**config.mk**
```make
export PLATFORM = sky130hd
export DESIGN_NAME = shift_sequencer
export DESIGN_NICKNAME = d
export VERILOG_FILES = /design/src/rtl/shift_seq_pkg.sv /design/src/rtl/shift_sequencer.sv
export SDC_FILE = /design/constraint.sdc
export NUM_CORES = 1
export LEC_CHECK = 0
export ABC_AREA = 1
export ABC_CLOCK_PERIOD_IN_PS = 1500
export BUFFER_PORTS_ARGS = -buffer_cell sky130_fd_sc_hd__buf_2
export CAP_MARGIN = 20
export CORE_AREA = 2 2 77 79
export DETAILED_ROUTE_END_ITERATION = 7
export DIE_AREA = 0 0 79 81
export PLACE_DENSITY = 0.82
export REMOVE_ABC_BUFFERS = 1
export SYNTH_ARGS = -nofsm -noshare
export SYNTH_HDL_FRONTEND = slang
export SYNTH_SLANG_ARGS = --single-unit
```
**constraint.sdc**
```tcl
create_clock -name CLK -period 1.5 [get_ports CLK]
set_clock_uncertainty 0.1 [all_clocks]
set_input_delay 0.225 -clock CLK [delete_from_list [all_inputs] [get_ports CLK]]
set_output_delay 0.225 -clock CLK [all_outputs]
set_load 0.02 [all_outputs]
```
**src/rtl/shift_seq_pkg.sv**
```systemverilog
// Shared definitions for the shift sequencer and the single-bit shift unit it drives.
package shift_seq_pkg;

    typedef enum logic [1:0] {
        IDLE  = 2'b00,
        ISSUE = 2'b01,
        WAIT  = 2'b10,
        DONE  = 2'b11
    } state_t;

    localparam logic [1:0] OP_A_RIGHT = 2'b00;
    localparam logic [1:0] OP_A_LEFT  = 2'b01;

endpackage

```
**src/rtl/shift_sequencer.sv**
```systemverilog
// Turns "shift by N" into N single-bit shift-unit transactions, feeding each result back.
// Optional SHIFT_SEQ_ERR_EN: missing sh_flag in WAIT aborts with err=1 and the partial result.
module shift_sequencer
    import shift_seq_pkg::*;
#(
    parameter int WIDTH = 16,
    parameter int AMT_W = $clog2(WIDTH) + 1
) (
    input  logic             CLK,
    input  logic             RST,
    input  logic             start,
    input  logic [WIDTH-1:0] din,
    input  logic [AMT_W-1:0] amount,
    input  logic             dir,
    output logic             busy,
    output logic             done,
    output logic [WIDTH-1:0] dout,
    output logic [WIDTH-1:0] sh_A,
    output logic [WIDTH-1:0] sh_B,
    output logic [1:0]       sh_OP,
    output logic             sh_enable,
    input  logic [WIDTH-1:0] sh_out,
    input  logic             sh_flag
`ifdef SHIFT_SEQ_ERR_EN
    ,
    output logic             err
`endif
);

    localparam logic [AMT_W-1:0] AMT_MAX = AMT_W'(WIDTH);
    localparam logic [AMT_W-1:0] AMT_ONE = AMT_W'(1);

    state_t           r_state;
    state_t           w_next;
    logic [WIDTH-1:0] r_work;
    logic [AMT_W-1:0] r_count;
    logic             r_dir;
    logic [WIDTH-1:0] r_dout;
    logic [AMT_W-1:0] w_amt;
    logic             w_accept;
    logic             w_last;

    // Amounts beyond WIDTH shift everything out, so WIDTH steps give the same result.
    assign w_amt    = (amount > AMT_MAX) ? AMT_MAX : amount;
    assign w_accept = (r_state == IDLE) && start;
    assign w_last   = (r_count == AMT_ONE);

    always_ff @(posedge CLK or posedge RST) begin
        if (RST) r_state <= IDLE;
        else     r_state <= w_next;
    end

    always_comb begin
        w_next = r_state;
        case (r_state)
            IDLE:    if (start) w_next = (w_amt == '0) ? DONE : ISSUE;
            ISSUE:   w_next = WAIT;
            WAIT: begin
                if (sh_flag) w_next = w_last ? DONE : ISSUE;
`ifdef SHIFT_SEQ_ERR_EN
                else         w_next = DONE;
`endif
            end
            DONE:    w_next = IDLE;
            default: w_next = IDLE;
        endcase
    end

    // dout is loaded on the edge entering DONE so it is valid alongside the done pulse.
    always_ff @(posedge CLK or posedge RST) begin
        if (RST) begin
            r_work  <= '0;
            r_count <= '0;
            r_dir   <= 1'b0;
            r_dout  <= '0;
`ifdef SHIFT_SEQ_ERR_EN
            err     <= 1'b0;
`endif
        end else begin
            if (w_accept) begin
                r_work  <= din;
                r_dir   <= dir;
                r_count <= w_amt;
`ifdef SHIFT_SEQ_ERR_EN
                err     <= 1'b0;
`endif
                if (w_amt == '0) r_dout <= din;
            end
            if (r_state == WAIT) begin
                if (sh_flag) begin
                    r_work  <= sh_out;
                    r_count <= r_count - AMT_ONE;
                    if (w_last) r_dout <= sh_out;
                end
`ifdef SHIFT_SEQ_ERR_EN
                else begin
                    err    <= 1'b1;
                    r_dout <= r_work;
                end
`endif
            end
        end
    end

    assign busy      = (r_state != IDLE);
    assign done      = (r_state == DONE);
    assign sh_enable = (r_state == ISSUE);
    assign sh_A      = r_work;
    assign sh_B      = '0;
    assign sh_OP     = r_dir ? OP_A_LEFT : OP_A_RIGHT;
    assign dout      = r_dout;

endmodule

```
==> results of run 1 <==
-- report_power, final --
group / total (W) / switching [W] / internal [W] / leakage, nW
sequential: 0.00196 / 0.000344 / 0.00162 / 0.490
combinational: 0.00345 / 0.00206 / 0.00139 / 1.25
clock: 0.000884 / 0.000390 / 0.000494 / 0.0552
-- state kept, by name, indices dropped and copies added, names as in the netlist --
signal   count
r_state      2
r_count      5
dout        16
r_dir        1
sh_A        16
-- final timing paths --
path | to | slack, ps | cells after the start
worst max-delay path | dout[10] | -160 | 9
worst min-delay path | r_dir | 20 | 3
worst max register to register | dout[10] | -160 | 9
worst min register to register | r_dir | 400 | 2
max in group asynchronous | r_state[0] | 640 | 4
min in group asynchronous | dout[10] | 420 | 4
-- layout make-up --
type | count | area share
Multi-Input combinational cell | 217 | 0.3490
Sequential cell | 40 | 0.3069
Timing Repair Buffer | 112 | 0.2384
Inverter | 35 | 0.04401
Tap cell | 75 | 0.02870
Clock buffer | 6 | 0.02220
Clock inverter | 2 | 0.01072
-- kinds of logic after synthesis --
family	synth area share
buf+inv	0.1570
fa+ha+maj	0.01064
other cells	0.001595
flops	0.4258
compound gates	0.06067
simple gates	0.3406
xor+xnor	0.003726
-- repair_timing --
| item | 4_1_cts | 5_1_grt |
|---|---|---|
| gates cloned | 0 | 4 |
| setup endpoints to repair | 19 | 29 |
| buffers inserted | 7 | 6 |
| gates resized for setup | 5 | 33 |
| endpoints found under the hold margin | 40 | 0 |
| hold buffers | 1 | 0 |
| pin swaps | 2 | 17 |
-- through the flow --
stage	power (W)	setup slack (ps)	hold slack, ps	util
after floorplan	0.003744	-130.9	232.2	-
after global placement	0.004762	-65.91	182.8	0.5018
after detailed placement	0.004867	-142.3	187.5	0.5018
after CTS	0.005845	-124.0	13.47	0.5346
after global routing	0.006733	-243.1	45.98	0.5761
final	0.006296	-161.4	23.47	0.5761
-- critical path: stages (launching register included) --
cell and delay, ps:
dfrtp_1 400, inv_2 80, ha_4 130, nand2_4 50, nor2_4 130, nand3_4 150
buf_4 180, or2_0 220, nand2_1 90, inv_1 40
-- synth_stat cells, types with 4 or more instances --
cell type / instances
nand2_1: 81
dfrtp_1: 40
nand3_1: 36
inv_1: 31
nor2_1: 27
buf_4: 20
a31oi_1: 14
or2_0: 12
buf_2: 5
buf_6: 5
nor2_2: 4
-- routing by layer --
layer,GRT usage,share of wire
met5,0,0
met4,0.04310,0.010
met3,0.04444,0.063
met2,0.3153,0.50
met1,0.2548,0.43
==> flow_metrics.py, run 1 <==
metrics = {
    "pwr": {
        "ir_drop_mv": 0.8224,
        "powerDensity_mw_per_mm2": 1926,
        "p_leak_nw": 1.793,
    },
    "synth": {
        "ys_seq_elements": 40,
        "ys_async_sr_fraction": 1.000,
        "yosysSeqAreaShare": 0.4258,
        "syn_inst": 306,
        "synth_edf_count": 0,
        "avgSynthCellArea_sq_um": 7.683,
        "synth_top_cell_area_share": 0.4258,
        "yosys.area.top_type": "dfrtp_1",
        "synth_area_leaders": "dfrtp_1, nand2_1, nand3_1",
        "yosysWarnings": 0,
        "ys.flop_type": "dfrtp_1",
        "synth_cell_types": 30,
        "synth_area_sq_mm": 0.002351,
    },
    "finish": {
        "syn2layout_area_growth_pct": 39.06,
        "regArea_sq_mm": 0.001003,
        "mostFrequentLayoutCell": "nand2_1",
        "nFillCells": 519,
        "layout_common_cells": "nand2_1, buf_2, dfrtp_1",
        "fin_area_sq_mm": 0.003269,
        "drive_gt1_frac": 0.3714,
        "final_cells": 487,
        "num_antenna_cells": 0,
        "multi_input_area_sq_mm": 0.001141,
        "fin_nets": 455,
    },
    "cts": {
        "cts_sinks": 40,
        "clock-root-buffer": "clkbuf_8",
        "cts.clk_slew.worst_paths_ps": 80,
        "clockBufferDepth": 2,
        "cts_tree": "built",
        "cts_buffers": 5,
        "htree_num_levels": 2,
        "clkLatencyLatePin_ps": 290,
    },
    "floorplan": {
        "core_sq_mm": 0.005675,
        "die_h_microns": 81,
        "num_io_pins": 95,
        "die_w_microns": 79,
        "start_util": 0.4142,
        "rows": 28,
        "die_area_sq_mm": 0.006399,
    },
    "worst_setup_path": {
        "crit_type": "flop to flop",
        "crit_start": "r_count[1]",
        "timing.rr.start": "r_count[1]",
        "required_ps": 1600,
        "critPathCaptureType": "flop",
        "crit_fanout": 6,
        "cp-start-kind": "flop",
        "arrival_ps": 1760,
    },
    "detailed_routing": {
        "wire_per_inst_microns": 13.64,
        "wirelength_mm": 6.644,
        "viasPerCell": 4.934,
        "drtIter0Drc": 160,
        "drcViolationCount": 0,
        "drt_pass1_iterations": 5,
        "vias": 2403,
        "final_antenna_net_count": 0,
    },
    "job": {
        "timing.max_cap.violations": 0,
    },
    "global_route": {
        "grt_overflow": 0,
        "grt_pass1_wl_mm": 9.563,
        "grt_util_all_layers": 0.1902,
        "grt_max_degree": 21,
        "first_global_vias": 2096,
        "antenna_found_initial": 0,
    },
    "place": {
        "portBuffers": 77,
        "dpl.hpwl_mm": 4.383,
        "gp_congestion": 0.8072,
        "placed_area_sq_mm": 0.002848,
        "numPlacedInstances": 462,
    },
    "sta": {
        "grt_setup_unrepaired": "true",
        "finalCriticalPeriod_ps": 1661,
        "timing.setup.tns_ps": -1816,
        "finalWorstSetupSlack_ps": -161.4,
        "setup_violations": 17,
        "timing.fmax_mhz": 601.9,
        "period_share": 1.108,
        "finalHoldViolCount": 0,
        "slew_viol_final": 0,
    },
    "status": {
        "violations": "setup timing",
        "status": "finished, violations left",
    },
    "min_path": {
        "hp-class": "primary input to flop",
        "min_from": "dir",
    },
}
Power figures use the tool's default switching activity.
==> run 2: changes to the inputs <==
CORE_AREA = 2 2 73 82   (was 2 2 77 79)
CTS_CLUSTER_DIAMETER = 120   (was not set)
DIE_AREA = 0 0 75 84   (was 0 0 79 81)
PLACE_DENSITY = 0.83   (was 0.82)
==> run 2 against run 1 <==
- the flow still finishes with violations (setup timing)
- power is 6.4% lower
- highest routed layer unchanged
- wire length is 5.6% lower
- global-route usage is 2.0 points higher
- critical endpoint is now dout[0]
- largest cell class unchanged
==> flow_metrics.py, run 2 (synthesis results as in run 1) <==
metrics = {
    "status": {
        "status": "finished, violations left",
        "violations": "setup timing",
    },
    "detailed_routing": {
        "final_antenna_net_count": 0,
        "wirelength_mm": 6.271,
        "wire_per_inst_microns": 12.93,
        "drt_pass1_iterations": 4,
        "viasPerCell": 4.755,
        "drcViolationCount": 0,
        "drtIter0Drc": 96,
        "vias": 2306,
    },
    "finish": {
        "mostFrequentLayoutCell": "buf_2",
        "fin_nets": 451,
        "num_antenna_cells": 0,
        "syn2layout_area_growth_pct": 34.22,
        "layout_common_cells": "buf_2, nand2_1, dfrtp_1",
        "drive_gt1_frac": 0.3529,
        "final_cells": 485,
        "fin_area_sq_mm": 0.003156,
    },
    "worst_setup_path": {
        "cp-start-kind": "flop",
        "crit_type": "flop to flop",
        "required_ps": 1600,
        "arrival_ps": 1710,
        "crit_fanout": 7,
        "critPathCaptureType": "flop",
        "r2r_setup_slack_ps": -110,
    },
    "sta": {
        "setup_violations": 16,
        "slew_viol_final": 0,
        "grt_setup_unrepaired": "true",
        "finalCriticalPeriod_ps": 1614,
        "period_share": 1.076,
        "timing.fmax_mhz": 619.8,
        "finalHoldViolCount": 0,
        "finalWorstSetupSlack_ps": -113.5,
    },
    "global_route": {
        "grt_pass1_wl_mm": 10.27,
        "grt_overflow": 0,
        "antenna_found_initial": 0,
        "grt_max_degree": 41,
        "first_global_vias": 2172,
        "grt_util_all_layers": 0.2103,
    },
    "min_path": {
        "hp-class": "primary input to flop",
    },
    "place": {
        "dpl.hpwl_mm": 4.244,
        "dpl_worst_slack_ps": -227.8,
        "portBuffers": 77,
        "numPlacedInstances": 463,
        "placed_area_sq_mm": 0.002830,
        "gp_congestion": 0.8396,
    },
    "cts": {
        "cts_buffers": 5,
        "cts_sinks": 40,
        "cts_tree": "built",
        "clock-root-buffer": "clkbuf_8",
        "clockBufferDepth": 2,
        "cts.clk_slew.worst_paths_ps": 70,
        "clkLatencyLatePin_ps": 290,
        "htree_num_levels": 2,
    },
    "floorplan": {
        "rows": 29,
        "core_sq_mm": 0.005552,
        "die_w_microns": 75,
        "die_h_microns": 84,
        "num_io_pins": 95,
        "start_util": 0.4235,
        "die_area_sq_mm": 0.006300,
    },
    "pwr": {
        "p_leak_nw": 1.741,
        "powerDensity_mw_per_mm2": 1869,
        "ir_drop_mv": 0.9428,
        "fin_total_pwr_w": 0.005896,
    },
    "job": {
        "timing.max_cap.violations": 0,
    },
}
-- run 2: worst max-delay path, stage by stage (launching register included) --
cell,delay (ps)
dfrtp_1,390
inv_2,80
ha_4,130
nand2_4,50
nor2_4,130
buf_6,120
nand3_4,130
or2_4,290
nand2_2,60
inv_2,30
-- run 2: layer usage --
metal	wire length, microns	track usage	share of wire
met2	3230	0.3533	0.52
met4	42	0.03571	0.0067
met5	0	0	0
met3	317	0.03865	0.051
met1	2680	0.2820	0.43
-- run 2: final timing paths --
path,start,to,cells after the start
max reg2reg,r_count[1],dout[0],9
min in group asynchronous,RST,sh_A[1],4
max,r_count[1],dout[0],9
min reg2reg,r_dir,r_dir,2
max in group asynchronous,RST,r_state[1],4
min,dir,r_dir,3
-- run 2: repair_timing --
item                                    in CTS  in global routing
gates cloned                                 3                  0
setup buffers                                6                  4
endpoints found under the setup margin      17                 37
hold buffers                                 1                  0
endpoints found under the hold margin       40                  0
pin swaps                                    6                 16
resized for setup                            9                 23
-- run 2: report_power, final --
group	internal, W	switching (W)
Clock	0.000375	0.000374
Combinational	0.00123	0.00196
Sequential	0.00162	0.000339
-- run 2: per-stage QoR --
| step | hold slack (ps) | util | TNS (ps) |
|---|---|---|---|
| floorplan | 232.2 | - | -928.6 |
| global placement | 172.4 | 0.5098 | -1408 |
| detailed placement | 175.2 | 0.5098 | -2734 |
| CTS | 35.65 | 0.5479 | -959.4 |
| global route | 36.50 | 0.5684 | -2332 |
| finish | 35.51 | 0.5684 | -1223 |
-- run 2: final cells by class --
class                      instances  area [sq um]
fill                             542          2396
multi-input combinational        219          1154
sequential                        40          1003
timing repair buffer             106         678.2
inverter                          35         133.9
tap                               77         96.34
clock buffer                       8         90.09
